===== src/rtl/mem_1rw_ctrl_if.sv =====
// Request, response and memory-port signals of mem_1rw_ctrl.
// slave is the controller's view; master is the view of the surrounding logic.
interface mem_1rw_ctrl_if #(
   parameter int width_p      = 4,
   parameter int addr_width_p = 4
);
   logic                    wr_v_i;
   logic [addr_width_p-1:0] wr_addr_i;
   logic [width_p-1:0]      wr_data_i;
   logic                    wr_ready_o;
   logic                    rd_v_i;
   logic [addr_width_p-1:0] rd_addr_i;
   logic                    rd_ready_o;
   logic [width_p-1:0]      rd_data_o;
   logic                    rd_v_o;
   logic                    rd_ready_i;
   logic                    mem_v_o;
   logic                    mem_w_o;
   logic [addr_width_p-1:0] mem_addr_o;
   logic [width_p-1:0]      mem_data_o;
   logic [width_p-1:0]      mem_data_i;

   modport slave (
      input  wr_v_i, wr_addr_i, wr_data_i, rd_v_i, rd_addr_i, rd_ready_i, mem_data_i,
      output wr_ready_o, rd_ready_o, rd_data_o, rd_v_o,
             mem_v_o, mem_w_o, mem_addr_o, mem_data_o
   );

   modport master (
      output wr_v_i, wr_addr_i, wr_data_i, rd_v_i, rd_addr_i, rd_ready_i, mem_data_i,
      input  wr_ready_o, rd_ready_o, rd_data_o, rd_v_o,
             mem_v_o, mem_w_o, mem_addr_o, mem_data_o
   );
endinterface


===== src/rtl/mem_1rw_ctrl.sv =====
// Round-robin write/read front end for a single-port 1RW memory, capturing
// read data in its one valid cycle into a 2-entry response FIFO.
module mem_1rw_ctrl #(
   parameter int width_p      = 4,
   parameter int els_p        = 16,
   parameter int addr_width_p = $clog2(els_p)
) (
   input logic            clk_i,
   input logic            reset_i,
   mem_1rw_ctrl_if.slave  bus
);

   logic [1:0]         r_count;
   logic               r_wptr;
   logic               r_rptr;
   logic               r_inflight;
   logic               r_last_w;
   logic [width_p-1:0] r_fifo [2];

   logic       w_pop;
   logic [2:0] w_reserved;
   logic       w_rd_elig;
   logic       w_grant_w;
   logic       w_grant_r;

   // A read may issue only if its response is guaranteed a FIFO slot,
   // counting the in-flight capture and crediting this cycle's pop.
   always_comb begin
      w_pop      = (r_count != 2'd0) & bus.rd_ready_i & ~reset_i;
      w_reserved = {1'b0, r_count} + {2'b00, r_inflight} - {2'b00, w_pop};
      w_rd_elig  = bus.rd_v_i & (w_reserved < 3'd2) & ~reset_i;
      w_grant_w  = bus.wr_v_i & ~reset_i & (~w_rd_elig | ~r_last_w);
      w_grant_r  = w_rd_elig & (~bus.wr_v_i | r_last_w);
   end

   assign bus.wr_ready_o = w_grant_w;
   assign bus.rd_ready_o = w_grant_r;
   assign bus.mem_v_o    = w_grant_w | w_grant_r;
   assign bus.mem_w_o    = w_grant_w;
   assign bus.mem_addr_o = w_grant_w ? bus.wr_addr_i : bus.rd_addr_i;
   assign bus.mem_data_o = bus.wr_data_i;
   assign bus.rd_v_o     = (r_count != 2'd0) & ~reset_i;
   assign bus.rd_data_o  = r_fifo[r_rptr];

   always_ff @(posedge clk_i) begin
      if (reset_i) begin
         r_count    <= '0;
         r_wptr     <= 1'b0;
         r_rptr     <= 1'b0;
         r_inflight <= 1'b0;
         r_last_w   <= 1'b1;
      end else begin
         r_inflight <= w_grant_r;
         if (w_grant_w)
            r_last_w <= 1'b1;
         else if (w_grant_r)
            r_last_w <= 1'b0;
         if (r_inflight)
            r_wptr <= ~r_wptr;
         if (w_pop)
            r_rptr <= ~r_rptr;
         r_count <= r_count + {1'b0, r_inflight} - {1'b0, w_pop};
      end
   end

   // Payload storage needs no reset; occupancy alone defines validity.
   always_ff @(posedge clk_i) begin
      if (r_inflight)
         r_fifo[r_wptr] <= bus.mem_data_i;
   end

endmodule


===== src/flat_wrapper.sv =====
// flat-port wrapper written by rule: the top's interface ports become plain ports
module mem_1rw_ctrl_flat 
#(
   parameter int width_p      = 4,
   parameter int els_p        = 16,
   parameter int addr_width_p = $clog2(els_p)
)
  (clk_i, reset_i, bus_wr_v_i, bus_wr_addr_i, bus_wr_data_i, bus_rd_v_i, bus_rd_addr_i, bus_rd_ready_i, bus_mem_data_i, bus_wr_ready_o, bus_rd_ready_o, bus_rd_data_o, bus_rd_v_o, bus_mem_v_o, bus_mem_w_o, bus_mem_addr_o, bus_mem_data_o);
  mem_1rw_ctrl_if #(.width_p(width_p), .addr_width_p(addr_width_p)) bus_i ();
  input logic clk_i;
  input logic reset_i;
  input wire logic [$bits(bus_i.wr_v_i)-1:0] bus_wr_v_i;
  input wire logic [$bits(bus_i.wr_addr_i)-1:0] bus_wr_addr_i;
  input wire logic [$bits(bus_i.wr_data_i)-1:0] bus_wr_data_i;
  input wire logic [$bits(bus_i.rd_v_i)-1:0] bus_rd_v_i;
  input wire logic [$bits(bus_i.rd_addr_i)-1:0] bus_rd_addr_i;
  input wire logic [$bits(bus_i.rd_ready_i)-1:0] bus_rd_ready_i;
  input wire logic [$bits(bus_i.mem_data_i)-1:0] bus_mem_data_i;
  output wire logic [$bits(bus_i.wr_ready_o)-1:0] bus_wr_ready_o;
  output wire logic [$bits(bus_i.rd_ready_o)-1:0] bus_rd_ready_o;
  output wire logic [$bits(bus_i.rd_data_o)-1:0] bus_rd_data_o;
  output wire logic [$bits(bus_i.rd_v_o)-1:0] bus_rd_v_o;
  output wire logic [$bits(bus_i.mem_v_o)-1:0] bus_mem_v_o;
  output wire logic [$bits(bus_i.mem_w_o)-1:0] bus_mem_w_o;
  output wire logic [$bits(bus_i.mem_addr_o)-1:0] bus_mem_addr_o;
  output wire logic [$bits(bus_i.mem_data_o)-1:0] bus_mem_data_o;
  assign bus_i.wr_v_i = bus_wr_v_i;
  assign bus_i.wr_addr_i = bus_wr_addr_i;
  assign bus_i.wr_data_i = bus_wr_data_i;
  assign bus_i.rd_v_i = bus_rd_v_i;
  assign bus_i.rd_addr_i = bus_rd_addr_i;
  assign bus_i.rd_ready_i = bus_rd_ready_i;
  assign bus_i.mem_data_i = bus_mem_data_i;
  assign bus_wr_ready_o = bus_i.wr_ready_o;
  assign bus_rd_ready_o = bus_i.rd_ready_o;
  assign bus_rd_data_o = bus_i.rd_data_o;
  assign bus_rd_v_o = bus_i.rd_v_o;
  assign bus_mem_v_o = bus_i.mem_v_o;
  assign bus_mem_w_o = bus_i.mem_w_o;
  assign bus_mem_addr_o = bus_i.mem_addr_o;
  assign bus_mem_data_o = bus_i.mem_data_o;
  mem_1rw_ctrl #(.width_p(width_p), .els_p(els_p), .addr_width_p(addr_width_p)) u_core (.clk_i(clk_i), .reset_i(reset_i), .bus(bus_i));
endmodule

===== config.mk =====
export PLATFORM = sky130hd
export DESIGN_NAME = mem_1rw_ctrl_flat
export DESIGN_NICKNAME = d
export VERILOG_FILES = /design/src/rtl/mem_1rw_ctrl_if.sv /design/src/rtl/mem_1rw_ctrl.sv /design/src/flat_wrapper.sv
export SDC_FILE = /design/constraint.sdc
export NUM_CORES = 1
export LEC_CHECK = 0
export ABC_AREA = 1
export BUFFER_PORTS_ARGS = -buffer_cell sky130_fd_sc_hd__buf_4
export CAP_MARGIN = 20
export CORE_MARGIN = 3
export CORE_UTILIZATION = 42
export CTS_BUF_LIST = sky130_fd_sc_hd__clkbuf_8
export DETAILED_ROUTE_END_ITERATION = 12
export HOLD_SLACK_MARGIN = 0.03
export PLACE_DENSITY = 0.8
export SYNTH_ARGS = -nofsm -noshare
export SYNTH_HDL_FRONTEND = slang
export SYNTH_SLANG_ARGS = --single-unit

===== constraint.sdc =====
create_clock -name clk_i -period 2.5 [get_ports clk_i]
set_clock_uncertainty 0.15 [all_clocks]
set_input_delay 0.375 -clock clk_i [delete_from_list [all_inputs] [get_ports clk_i]]
set_output_delay 0.375 -clock clk_i [all_outputs]
set_load 0.02 [all_outputs]

==> flow_metrics.tcl, run 1 <==
set metrics [dict create \
    synth_top_area_cell "edfxtp_1" \
    worst_slack_ns -0.4550 \
    async_flop_share 0 \
    finalSetupViolations 10 \
    chipHeight_um 49.26 \
    final_cell_mix "47 x buf_4, 10 x nand2_2, 9 x buf_6" \
    num_rows 15 \
    netlist_instances 80 \
    grt_pass1_wl_um 3277 \
    leakage_nw 0.6190 \
    r2r.worst_path.cells 22 \
    dieArea_mm2 0.002426 \
    place_inst 135 \
    ys_seq_area_frac 0.4841 \
    area_delta_synth_final_pct 73.57 \
    slew_headroom 0.7647 \
    status "complete, but fails checks" \
    final_nets 159 \
    hold_ws_ns 0.1592 \
    yosys_warnings 0 \
    routed_via_density 4.522 \
    grt_max_degree 10 \
    ctsHoldBuffers 0 \
    drv_cap 0 \
    endpoint_kind "output pin" \
    critPathLaunchType "flop" \
    cts_sinks 15 \
    rsz0062_at_grt "true" \
    post_drt_wl_per_cell_um 13.04 \
    h-tree-depth 1 \
    cts_tree "done" \
    dp_slack_ns -0.3494 \
    start_util 0.4502 \
    routed_wl_um 2074 \
    drt-initial-drc-count 8 \
    slew_viol_final 0 \
    syn_area_per_cell_um2 9.822 \
    place.gp.congestion 0.7625 \
    layout_commonest_cell "buf_4" \
    period_share 1.182 \
    drive_gt1_frac 0.7313 \
    worstMarginPinSlew_ns 0.3516 \
    fin_area_mm2 0.001364 \
    vdd_drop_max_uv 644.0 \
    critPathRequiredTime_ns 1.98 \
    ys_types 23 \
    finalNonFillerCells 159 \
    dr_total_vias 719 \
    crit_type "flop to output pin" \
    synthFlopType "edfxtp_1" \
    violations "setup timing" \
    cts-buffers-inserted 3 \
    clockRootBuffer "clkbuf_8" \
    dp_hpwl_um 1293 \
    die_w_um 49.26 \
    grt_overflow 0 \
    crit_fanout 6 \
    antennaDiodeCount 0 \
    clockBufferDepth 2 \
    grt.total_usage 0.1814 \
    clk_latency_ns 0.25 \
    hold_viol 0 \
    synth_nets 104 \
    antenna_left 0 \
    dpl_cell_area_mm2 0.001085 \
    crit_arrival_ns 2.43 \
    hold_depth 1 \
    netlist_area_um2 785.8 \
    core_mm2 0.001745 \
    path_clk_slew_ns 0.06 \
    ys_ff_latch 15 \
    port_buffers 29 \
    p_per_area_mw_per_mm2 924.1 \
    drt-pass1-iter-count 4 \
    hp-class "primary input to flop" \
    antenna_found_initial 0 \
    grt_pass1_vias 761 \
    fmax_mhz 338.4 \
    drc 0 \
    synth_edf_count 8 \
    synth.area.top_cells "edfxtp_1 31%, dfxtp_1 18%, nand2_1 6.2%" \
    synth_top_cell_area_share 0.3057 \
    ios 38 \
    min_period_ns 2.955 \
]
-- final cells by class --
| cell class | instances | area, um^2 |
|---|---|---|
| clock buffer | 3 | 41.29 |
| timing repair buffer | 56 | 454.2 |
| clock inverter | 1 | 5.005 |
| fill | 118 | 381.6 |
| inverter | 14 | 60.06 |
| multi-input combinational | 45 | 389.1 |
| tap | 25 | 31.28 |
| sequential | 15 | 382.9 |
-- where the power goes --
part / leakage [nW] / internal [mW] / switching [mW] / total, mW
clock: 0.0255 / 0.110 / 0.0860 / 0.196
sequential: 0.131 / 0.321 / 0.0391 / 0.360
combinational: 0.462 / 0.355 / 0.349 / 0.704
-- per-stage QoR --
step / util / total power [mW] / TNS, ns
3_5_place_dp: 0.6215 / 0.8835 / -2.442
3_3_place_gp: 0.6215 / 0.8692 / -2.175
4_1_cts: 0.7563 / 1.203 / -3.765
2_1_floorplan: - / 0.7169 / -0.8451
6_report: 0.7814 / 1.260 / -4.113
5_1_grt: 0.7814 / 1.339 / -5.028
-- worst paths after layout --
kind	startpoint	endpoint	slack, ns
worst min register to register	u_core.r_rptr	u_core.r_rptr	0.35
worst max-delay path	u_core.r_count[1]	bus_mem_addr_o[0]	-0.46
worst max register to register	u_core.r_count[1]	flop	-0.44
worst min-delay path	bus_mem_data_i[1]	u_core.r_fifo[1][1]	0.16
-- cell usage after synthesis (2+ instances only) --
master / number
edfxtp_1: 8
dfxtp_1: 7
nand2_1: 13
a21oi_1: 3
buf_4: 5
inv_1: 8
inv_2: 5
nor2_1: 7
mux2_2: 4
nand3_1: 4
nand2_2: 2
ha_1: 2
nand3_2: 2
-- cells by family after synthesis --
group / Yosys count / share of synthesized area
and+or+nand+nor: 33 / 0.2325
buffers and inverters: 20 / 0.1322
DFF: 15 / 0.4841
AOI/OAI and AO/OA: 5 / 0.03661
muxes: 4 / 0.05732
adders and majority gates: 3 / 0.05732
-- layer usage --
layer,track usage,wire (um),vias to the layer above
li1,-,-,361
met1,0.1881,791,334
met2,0.3482,1145,20
met3,0.03670,99,4
met4,0.07109,38,0
met5,0,0,-
-- flip-flops by register name, indices dropped and copies added (netlist names), named ones only --
register / flops
u_core.r_count: 2
u_core.r_fifo: 8
u_core.r_inflight: 1
u_core.r_last_w: 1
u_core.r_rptr: 1
u_core.r_wptr: 1
-- critical path: stages, from the launching register on --
cell     delay, ns
dfxtp_2       0.33
inv_2         0.04
nand2_2       0.07
nand3_4       0.08
inv_4         0.08
ha_4          0.19
inv_2         0.06
ha_4          0.11
inv_2         0.03
fa_1          0.50
nand2_1       0.07
inv_2         0.08
nand4_4       0.12
nand2_4       0.16
nand2_2       0.08
nand2_2       0.07
buf_6         0.11
-- repair_timing --
item | CTS | global route
buffers inserted | 18 | 3
resized for setup | 16 | 8
setup endpoints to repair | 8 | 10
pin swaps | 5 | 3
gates cloned | 0 | 0
No activity file was read; power rests on OpenSTA's default activity.
==> inputs of run 2 (changes only) <==
--- a/config.mk
+++ b/config.mk
@@ -13,7 +13,7 @@
 export CTS_BUF_LIST = sky130_fd_sc_hd__clkbuf_8
 export DETAILED_ROUTE_END_ITERATION = 12
 export HOLD_SLACK_MARGIN = 0.03
-export PLACE_DENSITY = 0.8
+export PLACE_DENSITY = 0.77
 export SYNTH_ARGS = -nofsm -noshare
 export SYNTH_HDL_FRONTEND = slang
 export SYNTH_SLANG_ARGS = --single-unit
==> run 2 against run 1 <==
Via count down 10%. Critical path depth unchanged. Worst setup slack better by 0.050 ns. Sequential cell count unchanged. Sequential share of layout area up 3.3 points. Clock-buffer cell count unchanged. Total power down 8.0%. Critical path type unchanged. Non-clock buffer count down 15. Global-route usage down 3.9 points. Largest cell class is now flip-flops and latches. Routed wire length down 19%. Core utilization down 8.5 points. The flow still finishes with violations (setup timing). Clock power down 5%.
==> flow_metrics.tcl, run 2 (synthesis gave the netlist of run 1 again) <==
set metrics [dict create \
    status "complete, but fails checks" \
    violations "setup timing" \
    routed_via_density 4.493 \
    area_delta_synth_final_pct 54.78 \
    grt_max_degree 9 \
    hold_ws_ns 0.1646 \
    clk_latency_ns 0.24 \
    dp_hpwl_um 1234 \
    layout_commonest_cell "buf_4" \
    worstPathCellList "inv_2 -> nand2_2 -> nand3_2 -> inv_2 -> ha_4 -> inv_2 -> ha_4 -> inv_2 -> fa_1 -> nand2_1 -> inv_2 -> nand4_4 -> nand2_4 -> nand2_2 -> nand2_2 -> buf_6" \
    hp-class "primary input to flop" \
    grt_pass1_wl_um 2656 \
    dpl_cell_area_mm2 0.001070 \
    p_per_area_mw_per_mm2 953.9 \
    port_buffers 29 \
    critPathLaunchType "flop" \
    crit_type "flop to output pin" \
    grt.total_usage 0.1422 \
    dieArea_mm2 0.002426 \
    grt_pass1_vias 666 \
    start_util 0.4502 \
    path_clk_slew_ns 0.06 \
    post_drt_wl_per_cell_um 11.60 \
    hold_viol 0 \
    r2r.worst_path.cells 15 \
    chipHeight_um 49.26 \
    endpoint_kind "output pin" \
    period_share 1.162 \
    internal_power_mw 0.7262 \
    hold_path_end "u_core.r_fifo[0][3]" \
    core_mm2 0.001745 \
    crit_top_cell "inv_2" \
    leakage_nw 0.5508 \
    drt-initial-drc-count 6 \
    worst_slack_ns -0.4052 \
    crit_arrival_ns 2.38 \
    critPathRequiredTime_ns 1.98 \
    total_power_mw 1.160 \
    crit_fanout 6 \
    num_rows 15 \
    clockPowerShare 0.161 \
    antennaDiodeCount 0 \
    dr_total_vias 647 \
    vdd_drop_max_uv 684.5 \
    crit_start "u_core.r_count[1]" \
    slew_headroom 0.7739 \
    slowest_stage "fa_1" \
    clockRootBuffer "clkbuf_8" \
    worstMarginPinSlew_ns 0.3378 \
    hold_depth 1 \
    fmax_mhz 344.2 \
    cts_sinks 15 \
    top_regs "u_core.r_fifo x8, u_core.r_count x2" \
    critPathBufInv 6 \
    grt_overflow 0 \
    ios 38 \
    die_w_um 49.26 \
    comb_power_share 0.532 \
    rsz0062_at_grt "true" \
    p_sw_frac 0.3740 \
    h-tree-depth 1 \
    finalSetupViolations 8 \
    routed_wl_um 1670 \
    cp_top_family "adder cells" \
    finalNonFillerCells 144 \
    cts_tree "done" \
    drive_gt1_frac 0.6471 \
    largest_reg_flops 8 \
    power.switching_mw 0.4339 \
    drv_cap 0 \
    r2r_start "u_core.r_count[1]" \
    drt-pass1-iter-count 4 \
    tns_ns -2.905 \
    min_period_ns 2.905 \
    seqPwrFrac 0.307 \
    regToRegSetupSlack_ns 0.28 \
    ctsHoldBuffers 0 \
    antenna_found_initial 0 \
    place_inst 133 \
    cts-buffers-inserted 3 \
    reg2reg_to "u_core.r_last_w" \
    worst_path_largest_cell_delay_ns 0.51 \
    drc 0 \
    clockBufferDepth 2 \
    antenna_left 0 \
    final_cell_mix "33 x buf_4, 10 x nand2_2, 8 x buf_6, 8 x edfxtp_1" \
    largest_register "u_core.r_fifo" \
    slew_viol_final 0 \
    final_nets 144 \
    place.gp.congestion 0.7063 \
    hp-start "bus_mem_data_i[3]" \
    fin_area_mm2 0.001216 \
]
[run 2: how the worst max path moves through the flow]
stage                   endpoint  slack [ns]  cells after the start
5_1_grt        bus_mem_addr_o[2]       -0.56                     16
3_3_place_gp   bus_mem_addr_o[1]       -0.32                     16
3_5_place_dp   bus_mem_addr_o[0]       -0.34                     16
2_1_floorplan     bus_wr_ready_o       -0.15                     15
4_1_cts        bus_mem_addr_o[0]       -0.40                     16
6_report       bus_mem_addr_o[0]       -0.41                     16
[run 2: final cells by class]
| class | count | area (um^2) |
|---|---|---|
| clock buffers | 3 | 41.29 |
| multi-input cells | 45 | 362.8 |
| clock inverters | 1 | 3.754 |
| repair buffers | 41 | 337.8 |
| inverters | 14 | 57.56 |
| fillers | 131 | 529.3 |
| well taps | 25 | 31.28 |
| flip-flops and latches | 15 | 381.6 |
[run 2: routing by layer]
metal | up-vias | track usage | routed length, um
met5 | - | 0 | 0
met1 | 305 | 0.1561 | 649
li1 | 330 | - | -
met4 | 0 | 0.04265 | 0
met3 | 0 | 0.02141 | 73
met2 | 12 | 0.2746 | 947
[run 2: timing repair]
| action | 4_1_cts | 5_1_grt |
|---|---|---|
| buffers inserted | 4 | 3 |
| setup endpoints to repair | 8 | 8 |
| pin swaps | 6 | 0 |
| gates resized for setup | 13 | 1 |
[run 2: stage by stage]
stage / utilization / setup slack [ns]
detailed placement: 0.6129 / -0.3424
global placement: 0.6129 / -0.3193
CTS: 0.6824 / -0.3956
global route: 0.6968 / -0.5606
finish: 0.6968 / -0.4052
floorplan: - / -0.1480
[run 2: worst reg2reg max path, delay by kind of cell (launching register included)]
kind / cells / cell delay [ns]
simple gates: 6 / 0.43
buf+inv: 6 / 0.41
fa+ha+maj: 3 / 0.82
flops: 1 / 0.33
[run 2: power groups by stage]
stage | registers, mW | clock network, mW | logic [mW]
final | 0.356 | 0.187 | 0.617
after global routing | 0.362 | 0.200 | 0.672
after CTS | 0.357 | 0.190 | 0.593
after detailed placement | 0.361 | 0 | 0.518
after global placement | 0.356 | 0 | 0.507
after floorplan | 0.357 | 0 | 0.360
